==> src/rtl/pc_seq_unit_pkg.sv <==
// pc_pkg: shared constants for the PC sequencing unit.
//   Sel encodings, PC increment, RAS_Err bit indices and field widths.
package pc_pkg;

  localparam int unsigned SEL_W  = 2;
  localparam int unsigned OFF_W  = 16;
  localparam int unsigned ERR_W  = 2;

  localparam logic [SEL_W-1:0] SEL_SEQ    = 2'b00;
  localparam logic [SEL_W-1:0] SEL_BRANCH = 2'b01;
  localparam logic [SEL_W-1:0] SEL_JUMP   = 2'b10;
  localparam logic [SEL_W-1:0] SEL_RET    = 2'b11;

  localparam int unsigned PC_INC = 4;

  localparam int unsigned ERR_UNDER = 0;
  localparam int unsigned ERR_OVER  = 1;

endpackage

==> src/rtl/pc_seq_unit_if.sv <==
// pc_seq_unit_if: control/fetch-side bundle of the PC sequencing unit.
//   master: control FSM side (drives PCWrite, Sel, Call, BranchOff, JumpTarget)
//   slave : pc_seq_unit side (drives PC_Out, RAS_Empty, RAS_Full, RAS_Err, Misalign)
interface pc_seq_unit_if #(
  parameter int unsigned ADDR_W = 32
);
  import pc_pkg::*;

  logic                    PCWrite;
  logic [SEL_W-1:0]        Sel;
  logic                    Call;
  logic [OFF_W-1:0]        BranchOff;
  logic [ADDR_W-1:0]       JumpTarget;
  logic [ADDR_W-1:0]       PC_Out;
  logic                    RAS_Empty;
  logic                    RAS_Full;
  logic [ERR_W-1:0]        RAS_Err;
  logic                    Misalign;

  modport master (
    output PCWrite, Sel, Call, BranchOff, JumpTarget,
    input  PC_Out, RAS_Empty, RAS_Full, RAS_Err, Misalign
  );

  modport slave (
    input  PCWrite, Sel, Call, BranchOff, JumpTarget,
    output PC_Out, RAS_Empty, RAS_Full, RAS_Err, Misalign
  );

endinterface

==> src/rtl/pc_seq_unit_ras.sv <==
// pc_ras: circular return-address stack with push, pop and replace.
//   CLK, Reset    : clock, synchronous active-high reset
//   en            : update enable (PCWrite); nothing changes when low
//   push, pop     : Call and Sel==RET; both together replace the top entry
//   wdata         : return address to push (PC+4)
//   top_c         : current top entry (combinational read of state)
//   empty, full   : registered status derived from the entry count
//   under_c/over_c: one-cycle error strobes for the update being applied
module pc_ras #(
  parameter int unsigned ADDR_W    = 32,
  parameter int unsigned RAS_DEPTH = 4
) (
  input  logic              CLK,
  input  logic              Reset,
  input  logic              en,
  input  logic              push,
  input  logic              pop,
  input  logic [ADDR_W-1:0] wdata,
  output logic [ADDR_W-1:0] top_c,
  output logic              empty,
  output logic              full,
  output logic              under_c,
  output logic              over_c
);

  localparam int unsigned PTR_W = (RAS_DEPTH > 1) ? $clog2(RAS_DEPTH) : 1;
  localparam int unsigned CNT_W = PTR_W + 1;
  localparam logic [CNT_W-1:0] DEPTH_C = CNT_W'(RAS_DEPTH);

  logic [ADDR_W-1:0] ent [RAS_DEPTH];
  logic [PTR_W-1:0]  ptr_q, ptr_d, wr_ptr_c;
  logic [CNT_W-1:0]  cnt_q, cnt_d;
  logic              wr_c;
  logic              is_empty_c, is_full_c;

  assign is_empty_c = (cnt_q == '0);
  assign is_full_c  = (cnt_q == DEPTH_C);
  assign top_c      = ent[ptr_q];

  // Stack update; pointer wraps naturally since RAS_DEPTH is a power of two
  always_comb begin
    ptr_d    = ptr_q;
    cnt_d    = cnt_q;
    wr_c     = 1'b0;
    wr_ptr_c = ptr_q;
    under_c  = 1'b0;
    over_c   = 1'b0;
    if (en) begin
      if (pop && is_empty_c) begin
        under_c = 1'b1;
        if (push) begin
          ptr_d    = ptr_q + PTR_W'(1);
          wr_c     = 1'b1;
          wr_ptr_c = ptr_q + PTR_W'(1);
          cnt_d    = CNT_W'(1);
        end
      end else if (pop && push) begin
        // Return and call together: top replaced in place
        wr_c     = 1'b1;
        wr_ptr_c = ptr_q;
      end else if (pop) begin
        ptr_d = ptr_q - PTR_W'(1);
        cnt_d = cnt_q - CNT_W'(1);
      end else if (push) begin
        ptr_d    = ptr_q + PTR_W'(1);
        wr_c     = 1'b1;
        wr_ptr_c = ptr_q + PTR_W'(1);
        // When full, the new slot is the oldest entry; count saturates
        if (is_full_c) over_c = 1'b1;
        else           cnt_d  = cnt_q + CNT_W'(1);
      end
    end
  end

  // Pointer, count and status flags
  always_ff @(posedge CLK) begin
    if (Reset) begin
      ptr_q <= '0;
      cnt_q <= '0;
      empty <= 1'b1;
      full  <= 1'b0;
    end else begin
      ptr_q <= ptr_d;
      cnt_q <= cnt_d;
      empty <= (cnt_d == '0);
      full  <= (cnt_d == DEPTH_C);
    end
  end

  // Entry storage; contents are meaningless after reset so no reset here
  always_ff @(posedge CLK) begin
    if (wr_c) ent[wr_ptr_c] <= wdata;
  end

endmodule

==> src/rtl/pc_seq_unit.sv <==
// pc_seq_unit: program counter with internal next-PC selection and RAS.
//   CLK, Reset : clock, synchronous active-high reset (wins over PCWrite)
//   bus        : pc_seq_unit_if.slave -- PCWrite, Sel, Call, BranchOff,
//                JumpTarget in; PC_Out, RAS_Empty, RAS_Full, RAS_Err, Misalign out
// Optional macro PC_ALIGN_CHECK_EN: a misaligned next PC loads TRAP_VEC and
// pulses Misalign; without it Misalign is constant 0.
module pc_seq_unit
  import pc_pkg::*;
#(
  parameter int unsigned          ADDR_W    = 32,
  parameter int unsigned          RAS_DEPTH = 4,
  parameter logic [ADDR_W-1:0]    RESET_VEC = '0,
  parameter logic [ADDR_W-1:0]    TRAP_VEC  = ADDR_W'(32'h80)
) (
  input  logic          CLK,
  input  logic          Reset,
  pc_seq_unit_if.slave  bus
);

`ifdef PC_ALIGN_CHECK_EN
  localparam bit ALIGN_CHK = 1'b1;
`else
  localparam bit ALIGN_CHK = 1'b0;
`endif

  logic [ADDR_W-1:0] pc_q, seq_c, br_off_c, sel_pc_c, pc_d, ras_top_c;
  logic [ERR_W-1:0]  err_q;
  logic              mis_q, mis_c;
  logic              ras_empty, ras_full, under_c, over_c;
  logic              ret_c;

  assign ret_c = (bus.Sel == SEL_RET);

  pc_ras #(
    .ADDR_W    (ADDR_W),
    .RAS_DEPTH (RAS_DEPTH)
  ) u_ras (
    .CLK     (CLK),
    .Reset   (Reset),
    .en      (bus.PCWrite),
    .push    (bus.Call),
    .pop     (ret_c),
    .wdata   (seq_c),
    .top_c   (ras_top_c),
    .empty   (ras_empty),
    .full    (ras_full),
    .under_c (under_c),
    .over_c  (over_c)
  );

  // Next-PC candidates; all sums wrap modulo 2^ADDR_W
  assign seq_c    = pc_q + ADDR_W'(PC_INC);
  assign br_off_c = {{(ADDR_W-OFF_W){bus.BranchOff[OFF_W-1]}}, bus.BranchOff} << 2;

  always_comb begin
    sel_pc_c = seq_c;
    case (bus.Sel)
      SEL_SEQ:    sel_pc_c = seq_c;
      SEL_BRANCH: sel_pc_c = seq_c + br_off_c;
      SEL_JUMP:   sel_pc_c = bus.JumpTarget;
      default:    sel_pc_c = under_c ? seq_c : ras_top_c;
    endcase
  end

  assign mis_c = ALIGN_CHK && (sel_pc_c[1:0] != 2'b00);
  assign pc_d  = mis_c ? TRAP_VEC : sel_pc_c;

  // PC, sticky RAS errors and misalign pulse
  always_ff @(posedge CLK) begin
    if (Reset) begin
      pc_q  <= RESET_VEC;
      err_q <= '0;
      mis_q <= 1'b0;
    end else begin
      mis_q <= bus.PCWrite & mis_c;
      if (bus.PCWrite) pc_q <= pc_d;
      err_q[ERR_UNDER] <= err_q[ERR_UNDER] | under_c;
      err_q[ERR_OVER]  <= err_q[ERR_OVER]  | over_c;
    end
  end

  assign bus.PC_Out    = pc_q;
  assign bus.RAS_Empty = ras_empty;
  assign bus.RAS_Full  = ras_full;
  assign bus.RAS_Err   = err_q;
  assign bus.Misalign  = mis_q;

endmodule
==> src/flat_wrapper.sv <==
// flat-port wrapper written by rule: the top's interface ports become plain ports
module pc_seq_unit_flat import pc_pkg::*;
#(
  parameter int unsigned          ADDR_W    = 32,
  parameter int unsigned          RAS_DEPTH = 4,
  parameter logic [ADDR_W-1:0]    RESET_VEC = '0,
  parameter logic [ADDR_W-1:0]    TRAP_VEC  = ADDR_W'(32'h80)
)
  (CLK, Reset, bus_PCWrite, bus_Sel, bus_Call, bus_BranchOff, bus_JumpTarget, bus_PC_Out, bus_RAS_Empty, bus_RAS_Full, bus_RAS_Err, bus_Misalign);
  pc_seq_unit_if #(.ADDR_W(ADDR_W)) bus_i ();
  input  logic CLK;
  input  logic Reset;
  input wire logic [$bits(bus_i.PCWrite)-1:0] bus_PCWrite;
  input wire logic [$bits(bus_i.Sel)-1:0] bus_Sel;
  input wire logic [$bits(bus_i.Call)-1:0] bus_Call;
  input wire logic [$bits(bus_i.BranchOff)-1:0] bus_BranchOff;
  input wire logic [$bits(bus_i.JumpTarget)-1:0] bus_JumpTarget;
  output wire logic [$bits(bus_i.PC_Out)-1:0] bus_PC_Out;
  output wire logic [$bits(bus_i.RAS_Empty)-1:0] bus_RAS_Empty;
  output wire logic [$bits(bus_i.RAS_Full)-1:0] bus_RAS_Full;
  output wire logic [$bits(bus_i.RAS_Err)-1:0] bus_RAS_Err;
  output wire logic [$bits(bus_i.Misalign)-1:0] bus_Misalign;
  assign bus_i.PCWrite = bus_PCWrite;
  assign bus_i.Sel = bus_Sel;
  assign bus_i.Call = bus_Call;
  assign bus_i.BranchOff = bus_BranchOff;
  assign bus_i.JumpTarget = bus_JumpTarget;
  assign bus_PC_Out = bus_i.PC_Out;
  assign bus_RAS_Empty = bus_i.RAS_Empty;
  assign bus_RAS_Full = bus_i.RAS_Full;
  assign bus_RAS_Err = bus_i.RAS_Err;
  assign bus_Misalign = bus_i.Misalign;
  pc_seq_unit #(.ADDR_W(ADDR_W), .RAS_DEPTH(RAS_DEPTH), .RESET_VEC(RESET_VEC), .TRAP_VEC(TRAP_VEC)) u_core (.CLK(CLK), .Reset(Reset), .bus(bus_i));
endmodule
==> config.mk <==
export PLATFORM = sky130hd
export DESIGN_NAME = pc_seq_unit_flat
export DESIGN_NICKNAME = d
export VERILOG_FILES = /design/src/rtl/pc_seq_unit_pkg.sv /design/src/rtl/pc_seq_unit_if.sv /design/src/rtl/pc_seq_unit_ras.sv /design/src/rtl/pc_seq_unit.sv /design/src/flat_wrapper.sv
export SDC_FILE = /design/constraint.sdc
export NUM_CORES = 1
export LEC_CHECK = 0
export CAP_MARGIN = 15
export CORE_MARGIN = 1.5
export CORE_UTILIZATION = 47
export CTS_BUF_LIST = sky130_fd_sc_hd__clkbuf_16
export CTS_CLUSTER_DIAMETER = 60
export DETAILED_ROUTE_END_ITERATION = 8
export PLACE_DENSITY = 0.82
export SLEW_MARGIN = 10
export SYNTH_ARGS = -nofsm -noshare
export SYNTH_HDL_FRONTEND = slang
export SYNTH_SLANG_ARGS = --single-unit
==> constraint.sdc <==
create_clock -name CLK -period 5.2 [get_ports CLK]
set_input_delay 1.04 -clock CLK [delete_from_list [all_inputs] [get_ports CLK]]
set_output_delay 1.04 -clock CLK [all_outputs]
set_load 0.05 [all_outputs]
## Yosys cells after proc, flatten, opt, wreduce, memory -nomap -nowiden

Memories as Yosys holds them, arrays and structs flattened. A register that Yosys moved wholly into a read port is not among the register bits.
Cells that the tools add are included.
W data, S select, Z words.

- Memories kept: 1
- Output and inout bits: 37
- Flip-flop bits (word level): 41
- Input port bits: 54
- Bits in writable memories: 128

- Reductions and logical operators: 6
- Multiplexer cells: 34
- Bitwise gates (word level): 2
- Eq/ne operators: 6
- $add $sub $neg: 6

Memories:

| name | depth | bits a word | rd ports | clocked after Yosys merged registers in | write ports | RTL line | text |
|---|---|---|---|---|---|---|---|
| u_core.u_ras.ent | 4 | 32 | 1 | 1 | 1 | pc_seq_unit_ras.sv:30 | `logic [ADDR_W-1:0] ent [RAS_DEPTH];` |

Operators with widths:

| operator | number |
|---|---|
| $pmux W32 S3 | 1 |
| $add A32 B3 Y32 const B | 1 |
| $add A32 B32 Y32 | 1 |
| $mux W32 | 1 |
| $mux W3 | 7 |
| $mux W2 | 10 |
| $mux W1 | 15 |
| $eq A3 B3 Y1 const B | 2 |
| $logic_not A3 Y1 | 2 |
| $eq A2 B2 Y1 const B | 2 |
| $add A3 B1 Y3 const B | 1 |
| $sub A3 B1 Y3 const B | 1 |
| $add A2 B1 Y2 const B | 1 |
| $eq A2 B1 Y1 const B | 1 |
| $logic_and A1 B1 Y1 | 2 |
| $logic_not A2 Y1 | 1 |
| $ne A2 B2 Y1 const B | 1 |
| $or A1 B1 Y1 | 2 |
| $reduce_and A2 Y1 | 1 |
| $sub A2 B1 Y2 const B | 1 |

## Depth between registers and ports, before layout

- Word-level depth: 8
- Gate-level depth with buffers: 15
- Gate-level depth less buffers: 13

## Cells and area by module

From an unflattened synthesis, not the netlist that was laid out.

- Cell total of the unflattened synthesis: 851
- Area, all modules: 9,771.9 um^2

Modules (own cells, without submodules):

| module | cells each | times used | area each (um^2) |
|---|---|---|---|
| pc_ras | 247 | 1 | 5,220.0 |
| pc_seq_unit | 604 | 1 | 4,551.9 |

## Worst setup path before layout

OpenSTA, ideal clock, no wires.

- Path type: input port to flip-flop
- Start: input port bus_Sel[0]
- End: memory u_core.u_ras.ent[1][0], enable pin
- Slack: -256 ps
- Data required time: 4,698 ps
- Stages: 6
- Setup time: 502 ps
- Arrival time: 4,954 ps
- Cell sequence: buf_2 and2_1 clkbuf_1 nand2_1 and2_1 nor4_1

- Longest elaborated chain between the ends: 7
- Elaborated cells between the ends (all ways): 13

RTL lines:

| element | RTL line | text |
|---|---|---|
| start, declared | flat_wrapper.sv:14 | `input wire logic [$bits(bus_i.Sel)-1:0] bus_Sel;` |
| $eq A2 B2 Y1 * | pc_seq_unit.sv:32 | `assign ret_c = (bus.Sel == SEL_RET);` |
| $mux W1 or $logic_and A1 B1 Y1 (tied branches) | pc_seq_unit_ras.sv:61, pc_seq_unit_ras.sv:57 |  |
| $mux W1 | pc_seq_unit_ras.sv:57 | `end else if (pop && push) begin` |
| $mux W1 | pc_seq_unit_ras.sv:49 | `if (pop && is_empty_c) begin` |
| $mux W1 | pc_seq_unit_ras.sv:48 | `if (en) begin` |
| $mux W1 | pc_seq_unit_ras.sv:92 | `if (wr_c) ent[wr_ptr_c] <= wdata;` |
| $mux W1 (implied by the code) | pc_seq_unit_ras.sv:92 |  |
| end, declared | pc_seq_unit_ras.sv:30 |  |

Every way passes the cells marked *; elsewhere a longest branch is shown, timed or not.

## Worst setup path in the final report

- Start: register u_core.pc_q[3], in the netlist u_core.bus.PC_Out[3]
- End: register u_core.pc_q[24], in the netlist u_core.bus.PC_Out[24]

- Longest elaborated chain between the ends: 3
- Elaborated cells between the ends (all ways): 4

RTL lines:

| element | RTL line | text |
|---|---|---|
| start, declared | pc_seq_unit.sv:26 | `logic [ADDR_W-1:0] pc_q, seq_c, br_off_c, sel_pc_c, pc_d, ras_top_c;` |
| start signal, assigned | pc_seq_unit.sv:76 | `if (bus.PCWrite) pc_q <= pc_d;` |
| $add A32 B3 Y32 | pc_seq_unit.sv:52 | `assign seq_c = pc_q + ADDR_W'(PC_INC);` |
| net u_core.seq_c[10] | pc_seq_unit.sv:26 |  |
| $add A32 B32 Y32 | pc_seq_unit.sv:59 | `SEL_BRANCH: sel_pc_c = seq_c + br_off_c;` |
| $pmux W32 S3 | pc_seq_unit.sv:57 | `case (bus.Sel)` |

The timed path passes the listed nets, and every way through them passes these cells.
A chain may end at the register's enable or synchronous reset.

==> results.json <==
{
  "status": "complete, no violations",
  "via_per_inst": 6.32,
  "path_class": "flip-flop to flip-flop",
  "reg2reg_slack_ns": 1.32,
  "placedCellCount": 1147,
  "cp-start-kind": "flip-flop",
  "ys.flop_type": "edfxtp_1",
  "finalCritPeriodShare_pct": 74.6,
  "track_usage_pct": 25.6,
  "synth_top_area_share_pct": 40.6,
  "dpl.hpwl_um": 17800,
  "power_density_mw_per_mm2": 323,
  "grt_pass1_vias": 7222,
  "drt_iter0_drc": 867,
  "crit_path_end_kind": "flip-flop",
  "portBuffers": 89,
  "core_mm2": 0.0196,
  "cts_tree": "done",
  "synth_edf_count": 128,
  "synth_compound_gate_area_share_pct": 14.9,
  "synth_most_common_cell": "edfxtp_1",
  "cts_setup_buffers": 0,
  "syn_nets": 917,
  "relSlewSlack_pct": 23.3,
  "critical_path_arrival_ns": 4.25,
  "finClkSkew_ns": 0.00935,
  "io-pin-count": 91,
  "gp_congestion": 0.976,
  "grt-ovfl-total": 0,
  "slew_viol_final": 0,
  "cts_buffers": 17,
  "leakage_nw": 4.03,
  "hp-start": "u_core.bus.RAS_Err[1]",
  "post-route-drc-count": 0,
  "synth-async-reset-ratio_pct": 0,
  "yosysSeqAreaShare_pct": 49.7,
  "synthAdderAreaFrac_pct": 5.24,
  "antenna_cells_inserted": 0,
  "synth_area_leaders": "edfxtp_1 (41%), dfxtp_1 (9.1%), mux4_2 (7.6%)",
  "grt_pass1_wl_um": 39900,
  "synth_common_cells": "edfxtp_1 (128), nand2_1 (72), nor2_1 (58)",
  "synth_mux_area_share_pct": 8.04,
  "route.met2.wl_um": 12800,
  "r2r_end": "u_core.bus.PC_Out[24]",
  "r2r_cells": 12,
  "timing.final.hold_violations": 0,
  "ant_nets": 0,
  "initial_utilization_pct": 48.3,
  "cp-startpoint": "u_core.bus.PC_Out[3]",
  "rsz0062_at_grt": "false",
  "worstHoldPathCells": 2,
  "p_total_mw": 3.60,
  "synthCells": 824,
  "die_h_um": 145,
  "cts_buffer_depth": 2,
  "yosys_warnings": 0,
  "netlist_area_mm2": 0.00946,
  "synth-xor-area-share_pct": 4.31,
  "fin_setup_tns_ns": 0,
  "synth_top_family_by_area": "compound AO/OA/AOI/OAI gates",
  "top_layer": "met4",
  "cts.sinks": 171,
  "tightestPinTransition_ns": 1.15,
  "crit_fanout": 6,
  "die_area_mm2": 0.0210,
  "clk_latency_ns": 0.44,
  "htreeDepth": 4,
  "crit_required_ns": 5.57,
  "max_freq_mhz": 258,
  "drv_cap": 0,
  "synth-simple-area-share_pct": 14.3,
  "avgSynthCellArea_um2": 11.5,
  "final_cells": 1179,
  "whs_endpoint": "u_core.bus.RAS_Err[1]",
  "dr.pass1.iters": 6,
  "fin_nets": 994,
  "row_count": 51,
  "hold_class": "flip-flop to flip-flop",
  "setup_viol": 0,
  "clk_root_buffer_cell": "clkbuf_16",
  "wirelength_um": 25800,
  "drive_above_1_share_pct": 12.0,
  "reg2reg_from": "u_core.bus.PC_Out[3]",
  "cts_resized": 0,
  "max-vdd-ir-drop_uv": 224,
  "syn2layout_area_growth_pct": 17.8,
  "path_clk_slew_ns": 0.06,
  "route.met3.wl_um": 2090,
  "post_drt_wl_per_cell_um": 21.9,
  "vias": 7448,
  "grt_max_degree": 43,
  "final_core_util_pct": 56.9,
  "fin_crit_ns": 3.88,
  "holdBufCountCts": 0,
  "antenna_found_initial": 0,
  "ys_ff_latch": 171,
  "synth_cell_type_count": 75,
  "yosysTopAreaCell": "edfxtp_1",
  "dieWidth_um": 145,
  "wl_met1_um": 10200
}
[worst max-delay path, stage by stage, from the launching register on]
cell	delay, ns
dfxtp_1	0.42
ha_1	0.24
nand4_1	0.34
nor2_1	0.24
xor2_1	0.51
ha_1	0.31
nand2_1	0.06
o21ai_0	0.42
nand3_1	0.19
a211oi_2	0.38
o2111ai_1	0.24
a311o_1	0.36
o21ai_1	0.11
[worst max path at each step]
stage                     slack, ns                endpoint
after floorplan               -0.26  u_core.u_ras.ent[1][0]
after global placement         1.21   u_core.bus.PC_Out[31]
after detailed placement       1.21   u_core.bus.PC_Out[30]
after CTS                      1.39   u_core.bus.PC_Out[31]
after global routing           1.10   u_core.bus.PC_Out[31]
final                          1.32   u_core.bus.PC_Out[24]
[layout by cell type (no fill, tap or decap), types with 4 or more instances in the layout]
cell / instances
inv_6: 4
and2_1: 5
ha_1: 38
a221o_1: 13
nor4_1: 6
a31oi_1: 11
edfxtp_1: 128
inv_1: 24
nand2_1: 72
a211oi_1: 6
a21o_1: 12
nor2_1: 55
mux2i_1: 4
and3_1: 9
mux4_2: 32
a21oi_1: 52
clkbuf_16: 19
nand4_1: 12
xor2_1: 21
clkdlybuf4s50_1: 87
a22oi_1: 4
a221oi_1: 20
nand3_1: 21
buf_4: 15
nor3_1: 31
nor2b_1: 7
or3_1: 8
a31o_2: 4
o21ai_0: 33
nor3b_1: 4
dfxtp_1: 42
o21a_1: 7
a211o_1: 5
xnor2_1: 23
o211ai_1: 4
[metrics by stage]
step	hold slack [ns]	setup WS, ns	area (um2)
after floorplan	0.484	-0.256	9460
after global placement	0.468	1.21	10600
after detailed placement	0.473	1.21	10600
after CTS	0.491	1.39	11200
after global routing	0.516	1.10	11200
final	0.484	1.32	11200
[report_power, final]
part           internal [mW]  switching, mW  leakage (nW)
Sequential              1.55         0.0696          1.55
Clock                  0.669          0.540         0.277
Combinational          0.304          0.469          2.20
[metal layers]
metal	vias up	GRT usage, %
met2	359	42.6
met3	51	5.50
li1	3351	-
met1	3687	33.0
met5	-	0
met4	0	9.68
[sequential cells by signal, summed over array words and instances, names as in the netlist, named ones only]
| register | cells |
|---|---|
| u_core.bus.RAS_Err | 2 |
| u_core.u_ras.empty | 1 |
| u_core.u_ras.ent | 128 |
| u_core.bus.PC_Out | 32 |
| u_core.u_ras.full | 1 |
| u_core.u_ras.cnt_q | 3 |
| u_core.u_ras.ptr_q | 2 |
[kinds of logic (layout without fill, tap and decap cells)]
group | after synthesis | in the layout
xor gates and xnor gates | 45 | 45
adders and majority gates | 39 | 39
AOI/OAI and AO/OA | 203 | 203
DFF | 171 | 171
buffers and inverters | 68 | 158
other | 1 | 1
and+or+nand+nor | 261 | 261
muxes | 36 | 36
[area by class of cell]
type,instances,area (um2)
timing repair buffer,104,993
clock buffer,19,475
multi-input combinational,585,4470
tap,265,332
sequential,171,4710
inverter,22,82.6
fill,1590,8440
clock inverter,13,88.8
Note: power is estimated with default switching activity, not from simulation.
